**src/rtl/conv_1d_stream.sv**
```systemverilog
// conv_1d_stream: streaming signed 1-D FIR over image lines with zero/replicate padding,
// runtime-loadable taps, rounding and saturation; one pixel in and one pixel out per beat.
module conv_1d_stream #(
    parameter int DW      = 8,
    parameter int CW      = 8,
    parameter int K       = 3,
    parameter int OW      = 8,
    parameter int SHIFT   = 0,
    parameter int MAX_LEN = 640
) (
    input  logic                                clk,
    input  logic                                rst,
    input  logic                                coef_we,
    input  logic [((K > 1) ? $clog2(K) : 1)-1:0] coef_idx,
    input  logic signed [CW-1:0]                coef_data,
    input  logic                                pad_mode,
    input  logic                                in_valid,
    output logic                                in_ready,
    input  logic signed [DW-1:0]                in_data,
    input  logic                                in_last,
    output logic                                out_valid,
    input  logic                                out_ready,
    output logic signed [OW-1:0]                out_data,
    output logic                                out_last,
    output logic                                busy
);
    localparam int H  = (K - 1) / 2;
    localparam int AW = DW + CW + $clog2(K);
    localparam int PW = $clog2(MAX_LEN + K);
    localparam logic [1:0] IDLE = 2'd0, RUN = 2'd1, FLUSH = 2'd2;
    localparam logic [PW-1:0] PMAX = PW'(MAX_LEN + K - 1);
    localparam logic signed [AW-1:0] RND  = (SHIFT > 0) ? (AW'(1) << ((SHIFT > 0) ? SHIFT - 1 : 0)) : '0;
    localparam logic signed [AW-1:0] OMAX = AW'((2 ** (OW - 1)) - 1);
    localparam logic signed [AW-1:0] OMIN = AW'(-(2 ** (OW - 1)));

    logic [1:0]           state_q, state_d;
    logic signed [DW-1:0] win_q [K], win_d [K];
    logic signed [CW-1:0] coef_q [K], coef_d [K];
    logic [PW-1:0]        pos_q, pos_d, cnt_q, cnt_d;
    logic signed [DW-1:0] last_q, last_d, ins;
    logic                 pad_q, pad_d;
    logic                 ov_q, ov_d, ol_q, ol_d;
    logic signed [OW-1:0] od_q, od_d, sat;
    logic signed [AW-1:0] acc, sh;
    logic                 adv, accept, first, step, emit, fin;

    always_comb begin
        adv      = !ov_q || out_ready;
        in_ready = adv && state_q != FLUSH;
        accept   = in_valid && in_ready;
        first    = accept && state_q == IDLE;
        step     = adv && (accept || state_q == FLUSH);
        state_d  = state_q;
        win_d    = win_q;
        coef_d   = coef_q;
        cnt_d    = cnt_q;
        ov_d     = ov_q;
        od_d     = od_q;
        ol_d     = ol_q;
        pad_d    = first ? pad_mode : pad_q;
        last_d   = accept ? in_data : last_q;
        ins      = state_q == FLUSH ? (pad_q ? last_q : '0) : in_data;
        // The first beat of a line preloads the history with its pad value, so no stale pixels leak in.
        if (step) begin
            for (int j = 0; j < K - 1; j++) win_d[j] = first ? (pad_mode ? in_data : '0) : win_q[j+1];
            win_d[K-1] = ins;
        end
        pos_d = first ? '0 : (step && pos_q != PMAX) ? pos_q + 1'b1 : pos_q;
        if (accept && in_last) begin
            state_d = (H == 0) ? IDLE : FLUSH;
            cnt_d   = PW'(H);
        end else if (first) begin
            state_d = RUN;
        end else if (step && state_q == FLUSH) begin
            cnt_d   = cnt_q - 1'b1;
            state_d = cnt_q == PW'(1) ? IDLE : FLUSH;
        end
        if (coef_we && state_q == IDLE && !accept && 32'(coef_idx) < K) coef_d[coef_idx] = coef_data;
        acc = '0;
        for (int j = 0; j < K; j++) acc = acc + AW'(win_d[j]) * AW'(coef_q[j]);
        sh   = (acc + RND) >>> SHIFT;
        sat  = sh > OMAX ? OW'(OMAX) : sh < OMIN ? OW'(OMIN) : sh[OW-1:0];
        emit = step && pos_d >= PW'(H);
        fin  = step && (state_q == FLUSH ? cnt_q == PW'(1) : (in_last && H == 0));
        if (adv) ov_d = emit;
        if (emit) begin
            od_d = sat;
            ol_d = fin;
        end
    end

    always_ff @(posedge clk or posedge rst) begin
        if (rst) begin
            state_q <= IDLE;
            for (int j = 0; j < K; j++) begin
                win_q[j]  <= '0;
                coef_q[j] <= '0;
            end
            pos_q  <= '0;
            cnt_q  <= '0;
            last_q <= '0;
            pad_q  <= 1'b0;
            ov_q   <= 1'b0;
            od_q   <= '0;
            ol_q   <= 1'b0;
        end else begin
            state_q <= state_d;
            win_q   <= win_d;
            coef_q  <= coef_d;
            pos_q   <= pos_d;
            cnt_q   <= cnt_d;
            last_q  <= last_d;
            pad_q   <= pad_d;
            ov_q    <= ov_d;
            od_q    <= od_d;
            ol_q    <= ol_d;
        end
    end

    assign out_valid = ov_q;
    assign out_data  = od_q;
    assign out_last  = ol_q;
    assign busy      = state_q != IDLE;
endmodule

```
**config.mk**
```make
export PLATFORM = sky130hd
export DESIGN_NAME = conv_1d_stream
export DESIGN_NICKNAME = d
export VERILOG_FILES = /design/src/rtl/conv_1d_stream.sv
export SDC_FILE = /design/constraint.sdc
export NUM_CORES = 1
export LEC_CHECK = 0
export CORE_ASPECT_RATIO = 0.5
export CORE_MARGIN = 3
export CORE_UTILIZATION = 65
export DETAILED_ROUTE_END_ITERATION = 8
export PLACE_DENSITY = 0.83
export SLEW_MARGIN = 20
export SYNTH_ARGS = -nofsm -noshare
export SYNTH_HDL_FRONTEND = slang
export SYNTH_SLANG_ARGS = --single-unit
```
**constraint.sdc**
```tcl
create_clock -name clk -period 9.4 [get_ports clk]
set_clock_uncertainty 0.05 [all_clocks]
set_input_delay 2.82 -clock clk [delete_from_list [all_inputs] [get_ports clk]]
set_output_delay 2.82 -clock clk [all_outputs]
set_load 0.02 [all_outputs]
```
# Yosys cells after proc, flatten, opt, wreduce, memory -nomap -nowiden
# Cells that the tools add are included.
# word_totals
reg_bits	89
# classes
n_addsub	4
mul	3
n_lt_le_gt_ge	6
eq_ne	5
n_mux	21
bitwise	1
reduce_logical	22
# op_table
operator	count
8-bit two-way mux	8
10-bit two-way mux	5
8-bit by 8-bit multiplier with 16-bit output	3
24-bit bitwise mux	1
24-bit two-way mux	1
17-bit by 16-bit adder with 18-bit output	1
18-bit by 8-bit greater-than comparator with 1-bit output (second input constant)	1
18-bit by 8-bit < comparator with 1-bit output (second input constant)	1
16-bit by 16-bit adder with 17-bit output	1
8-bit demux with 2-bit select	1
1-bit logical AND	13
10-bit by 1-bit adder with 10-bit output (second input constant)	1
10-bit by 1-bit == test with 1-bit output (second input constant)	1
10-bit by 1-bit greater-or-equal comparator with 1-bit output (second input constant)	1
10-bit != test (second input constant)	1
10-bit by 1-bit subtractor with 10-bit output (second input constant)	1
2-bit two-way mux	4
2-bit nonzero test	2
3-bit greater-or-equal comparator (second input constant)	1
3-bit by 1-bit < comparator with 1-bit output (second input constant)	1
2-bit NOT with 3-bit output	1
3-bit nonzero test	1
2-bit == test (second input constant)	1
1-bit logical NOT	2
7 further kinds	8

# Longest topological paths before layout
# depth
ltp_word	13
depth_mapped	34
mapped_depth_nobuf	31

# Worst setup path after synthesis
# No wires, ideal clock.
# synth_path
path_type	input-to-reg
start	input out_ready
end	register od_q[5] (netlist: out_data[5])
arrival_time_ns	10.471
setup_slack_ns	-1.195
cell_stages	29
path_buffers	3
path_cell_list	nand2b_1 -> buf_4 -> and3_1 -> buf_2 -> clkbuf_1 -> and3_1 -> a21oi_1 -> o21ai_1 -> and2_1 -> inv_1 -> fa_1 -> fa_1 -> inv_1 -> fa_1 -> fa_1 -> fa_1 -> fa_1 -> inv_1 -> fa_1 -> inv_1 -> ha_1 -> and3_1 -> a211o_1 -> a22oi_1 -> mux2i_1 -> nand3_1 -> o41ai_1 -> or2b_4 -> o21ai_2
# synth_rtl
item	line	text
start, declared	22	input logic out_ready,
end signal, assigned	104	od_q <= '0;
end signal, assigned	115	od_q <= od_d;
end, declared	43	logic signed [OW-1:0] od_q, od_d, sat;

==> metrics.md <==
| Metric | Value |
|---|---|
| GRT Max-Usage Layer | met2 |
| Port Buf Inserts | 36 |
| CTS Buf Count | 9 |
| Top post-synthesis cells by area | fa_1 38%, dfrtp_1 18%, inv_1 8.7% |
| Fin crit period | 10.08 ns |
| Vias | 9,930 |
| HPWL after detailed placement | 25.7 mm |
| Core ar. | 18,000 um2 |
| Multi-input gate area | 9710 um2 |
| Routed wire per std cell | 20.5 um |
| Worst hold path type | flip-flop to flip-flop |
| Clock latency at the later pin of the worst-skew pair | 0.35 ns |
| Synth area leader | fa_1 |
| Placed insts | 1,639 |
| TritonCTS Sinks | 89 |
| Number of global-route vias before repair | 11,000 |
| Unrepaired setup endpoints after global routing | yes |
| Sequential cell area fraction in the yosys report | 18.0% |
| Global-route wire length before repair | 56.4 mm |
| Met1 Usage GRT | 46.5% |
| Hold Slack | 0.440 ns |
| Post-synth top area share | 37.8% |
| Worst-case clock buffer depth | 2 |
| Clock transition at path regs | 0.07 ns |
| DRT antenna net count | 0 |
| Most frequent cells in the layout | 267 x inv_1, 216 x fa_1, 135 x buf_4 |
| Buffers & Inverters on Critical Path | 12 |
| GR Overflow Total | 0 |
| Worst EP required | 9.63 ns |
| Final WL | 35.0 mm |
| Initial antenna violation count | 1 |
| Reg area | 2230 um2 |
| Layout area overhead | 24.9% |
| CP Capture Type | flip-flop |
| Synth Instances | 1,257 |
| Total Routing Usage GR | 34.5% |
| Ys async rst share | 100% |
| H-Tree Depth | 3 |
| Initial core utilization | 68.8% |
| Final setup vio count | 8 |
| Worst slew pin tran | 0.785 ns |
| Syn_nets | 1,593 |
| Fillers | 928 |
| Syn Area/Cell | 9.85 um2 |
| F_max | 0.0992 GHz |
| PnR worst setup slack | -0.676 ns |
| Die Width | 201 um |
| Pin count of the biggest net entering global routing | 81 |
| Worst Path Class, Setup | input pin to flip-flop |
| Period utilisation layout | 107% |
| Top-level I/O count | 37 |
| Dpl ws | -1.51 ns |
| Vias/cell | 5.82 |
| Library cells used by synthesis | 59 |
| Crit path max-delay family | adder cells |
| Core Rows | 34 |
| Yosys Warn Count | 0 |
| # hold bufs at CTS | 0 |
| Iter 0 DRT Violations | 931 |
| Slew margin rel. | 47.4% |
| CTS tree | built |
| Met3 usage | 9.56% |
| Number of iterations in the first detailed-routing pass | 6 |
| Met2 Use GR | 54.4% |
| Final Non-Filler Cells | 1,707 |
| Layout cells sized above 1 | 27.3% |
| # diodes | 0 |
| Failing checks | negative setup slack |
| Outcome | finished, violations left |
| DRC viols | 0 |
| CP max stage delay | 0.57 ns |
| NumNets Final | 1,786 |
| Die area | 20,800 um2 |
| Max Fanout on Critical Path | 7 |
| Routability Congestion | 0.963 |
| Most common cell after layout, fill and taps aside | inv_1 |
| MaxCap Viol Count | 0 |
| Setup TNS | -4.87 ns |
| Critical Path Slowest Stage Cell | fa_1 |
| Crit path arrival time | 10.30 ns |
| Final Hold Vio Count | 0 |
| #FFs+latches synth | 89 |
| Number of flops mapped to enable cells by yosys | 0 |
| Clock root buffer | clkbuf_16 |
| Worst setup SP type | input pin |
| Top_reg_cell synth | dfrtp_1 |
| Fin. max-slew vios | 0 |
| Post-Syn Area | 12,400 um2 |
| Crit-path most repeated cell | fa_1 |
| Die height | 104 um |
==> stage by stage <==
| stage | util, % | instance area (um2) |
|---|---|---|
| 5_1_grt | 85.9 | 15500 |
| 4_1_cts | 84.9 | 15300 |
| 6_report | 85.9 | 15500 |
| 3_3_place_gp | 78.0 | 14000 |
| 2_1_floorplan | - | 12600 |
| 3_5_place_dp | 78.0 | 14000 |
==> worst register-to-register path: cells and delay by family (launching register included) <==
| family | cells | cell delay, ns |
|---|---|---|
| adders and majority gates | 8 | 3.72 |
| and+or+nand+nor | 5 | 1.14 |
| DFF | 1 | 0.44 |
| muxes | 1 | 0.31 |
| buffers and inverters | 10 | 1.09 |
| AOI/OAI and AO/OA | 7 | 1.46 |
==> flip-flops by register name, indices dropped and copies added, names as in the netlist <==
name / count
coef_q: 24
win_q: 24
cnt_q: 10
pos_q: 10
last_q: 8
out_data: 8
state_q: 2
out_last: 1
out_valid: 1
pad_q: 1
==> timing repair <==
item                                   CTS  global route
setup endpoints to repair                8             8
pin swaps                               89            58
cloned                                   5             0
endpoints found under the hold margin    0             0
setup buffers                           42             9
gates resized for setup                145            51
==> cell type report <==
type	instances	area share (%)
clock buffers	10	1.48
multi-input cells	853	62.8
well taps	252	2.04
repair buffers	208	11.9
clock inverters	6	0.324
inverters	289	7.02
flip-flops and latches	89	14.4
==> synth_stat cells (16+ instances only) <==
master and n:
and3_1 16, a21oi_1 38, nand2_1 105, and2_1 73, dfrtp_1 89, nor2_1 57
ha_1 77, fa_1 234, inv_1 286, nor2b_1 41, mux2_2 30, nand3_1 18
xor2_1 16, xnor2_1 25
==> routing by layer <==
layer | vias to the layer above | part of all wire [%] | wire [um]
met1 | 5024 | 39 | 13600
li1 | 4212 | - | -
met5 | - | 0.031 | 11
met3 | 158 | 10 | 3580
met4 | 2 | 4.0 | 1390
met2 | 534 | 47 | 16400
==> kinds of logic after synthesis <==
kind of cell | count (synthesis) | share of synthesized area, %
XOR/XNOR | 41 | 2.90
AND/OR/NAND/NOR | 353 | 14.7
adder cells (fa/ha/maj) | 311 | 45.6
AO/OA/AOI/OAI | 115 | 6.10
multiplexers | 32 | 2.90
flip-flops | 89 | 18.0
buffers and inverters | 316 | 9.82
==> worst paths after layout <==
kind                            slack, ns           to  cells after the start   startpoint
worst max-delay path                -0.68  out_data[6]                     33    out_ready
worst min-delay path                 0.44  out_data[5]                      2  out_data[5]
worst max register to register       1.14  out_data[6]                     31   state_q[0]
worst min register to register       0.44  out_data[5]                      2  out_data[5]
max in group asynchronous            5.69    win_q[21]                      3          rst
min in group asynchronous            2.66  out_data[7]                      2          rst
Power is left out: the tool's default activity adds up to more than one toggle a clock period on the data nets, which glitch-free logic cannot reach.
==> edit, RTL diff (same flow settings) <==
Add an input register stage for `pad_mode`; this delays it by one clock. The other inputs are not delayed to match.
--- a/src/rtl/conv_1d_stream.sv
+++ b/src/rtl/conv_1d_stream.sv
@@ -33,6 +33,12 @@
     localparam logic signed [AW-1:0] OMAX = AW'((2 ** (OW - 1)) - 1);
     localparam logic signed [AW-1:0] OMIN = AW'(-(2 ** (OW - 1)));
 
+    logic pad_mode_q;
+
+    always_ff @(posedge clk) begin
+        pad_mode_q <= pad_mode;
+    end
+
     logic [1:0]           state_q, state_d;
     logic signed [DW-1:0] win_q [K], win_d [K];
     logic signed [CW-1:0] coef_q [K], coef_d [K];
@@ -57,12 +63,12 @@
         ov_d     = ov_q;
         od_d     = od_q;
         ol_d     = ol_q;
-        pad_d    = first ? pad_mode : pad_q;
+        pad_d    = first ? pad_mode_q : pad_q;
         last_d   = accept ? in_data : last_q;
         ins      = state_q == FLUSH ? (pad_q ? last_q : '0) : in_data;
         // The first beat of a line preloads the history with its pad value, so no stale pixels leak in.
         if (step) begin
-            for (int j = 0; j < K - 1; j++) win_d[j] = first ? (pad_mode ? in_data : '0) : win_q[j+1];
+            for (int j = 0; j < K - 1; j++) win_d[j] = first ? (pad_mode_q ? in_data : '0) : win_q[j+1];
             win_d[K-1] = ins;
         end
         pos_d = first ? '0 : (step && pos_q != PMAX) ? pos_q + 1'b1 : pos_q;
Formal check against the unedited RTL: not equivalent (Yosys sat finds a counterexample within 4 cycles, from zero or initial values and one cycle with rst high).
==> edit against the unedited design <==
  * The flow still finishes with violations (negative setup slack)
  * Core utilization down 1.8 points
  * Final cell count about the same
  * Synthesized area up 0.16%
  * Sequential cell count grew 1
  * Die area is 0.16% higher
  * Cell area is 1.1% higher
  * Worst setup slack got worse by 0.25 ns
  * Routed wire length up 23%
  * Critical path type unchanged
  * Critical endpoint is now out_data[4]
Power is left out: the tool's default activity adds up to more than one toggle a clock period on the data nets, which glitch-free logic cannot reach.
==> edit: results (changes against the unedited design) <==
metric	value	unit	change
outcome	finished with violations		unchanged
violations_in_the_final_reports	negative setup slack		unchanged
cp_slowest_stage_delay	0.65	ns	was 0.57 ns
multi_input_area	9700	um2	was 9710 um2
worstRegToRegCells	27		was 31
grt_antenna_before_repair	5		was 1
relative_area_of_clock_buffers_and_inverters_in_the_final_design	2.23	%	was 1.80%
detail_route.iter0.violations	1467		was 931
antenna_cells	1		was 0
pre_cts_ws	-1.55	ns	was -1.51 ns
drive_above_1_share	28.4	%	was 27.3%
yosys.cell_types.count	60		was 59
num_vias	10900		was 9930
groute.usage.overall	39.3	%	was 34.5%
grt_pass1_wl	63.1	mm	was 56.4 mm
sh_seq_area	14.4	%	about the same
detail_route.first_pass.iterations	8		was 6
crit_start	in_data[6]		was out_ready
setup.worst_path.end	out_data[4]		was out_data[6]
setup_viol	8		unchanged
first_global_vias	11700		was 11000
synth_compound_gate_area_share	6.09	%	was 6.10%
place.gp.congestion	0.958		was 0.963
critical_path_data_arrival_time	10.55	ns	was 10.30 ns
synth_nets	1594		was 1593
place_hpwl	25.1	mm	was 25.7 mm
worst-path-max-fanout	8		was 7
cells_taking_the_most_area_after_synthesis	fa_1 38%, dfrtp_1 18%, inv_1 8.7%, ha_1 7.8%, and2_1 3.7%		unchanged
critical_path.slowest_cell	fa_2		was fa_1
synth_top_cells_by_count	286 x inv_1, 234 x fa_1, 105 x nand2_1		unchanged
final.setup.worst_slack	-0.923	ns	was -0.676 ns
min-delay-start	out_data[2]		was out_data[5]
detail_route.wl_per_cell	25.3	um	was 20.5 um
sink_of_the_worst_hold_path	out_data[2]		was out_data[5]
ys_seq_area_share	18.1	%	was 18.0%
fraction_of_area_in_non_clock_buffers	12.3	%	was 11.9%
edit: metrics by stage:
stage / utilization, % / cells / instance area (um2) / setup TNS [ns] / hold WS, ns
final: 84.2 / 1706 / 15600 / -6.55 / 0.456
after global routing: 84.2 / 1706 / 15600 / -7.49 / 0.485
after CTS: 82.8 / 1692 / 15400 / -3.10 / 0.444
after detailed placement: 75.9 / 1645 / 14100 / -11.73 / 0.426
after global placement: 75.9 / 1645 / 14100 / -10.10 / 0.415
after floorplan: - / 1258 / 12600 / -3.95 / 0.421
edit: repair_timing:
item / in CTS / in global routing
gates cloned: 7 / 0
endpoints found under the setup margin: 8 / 8
resized for setup: 160 / 45
buffers inserted: 25 / 14
pin swaps: 61 / 30
edit: metal layers:
metal	GRT usage (%)	share of wire (%)	up-vias
li1	-	-	4200
met1	47.9	32	5334
met2	63.1	46	947
met3	10.6	13	381
met4	24.2	9.0	4
met5	0	0.053	-
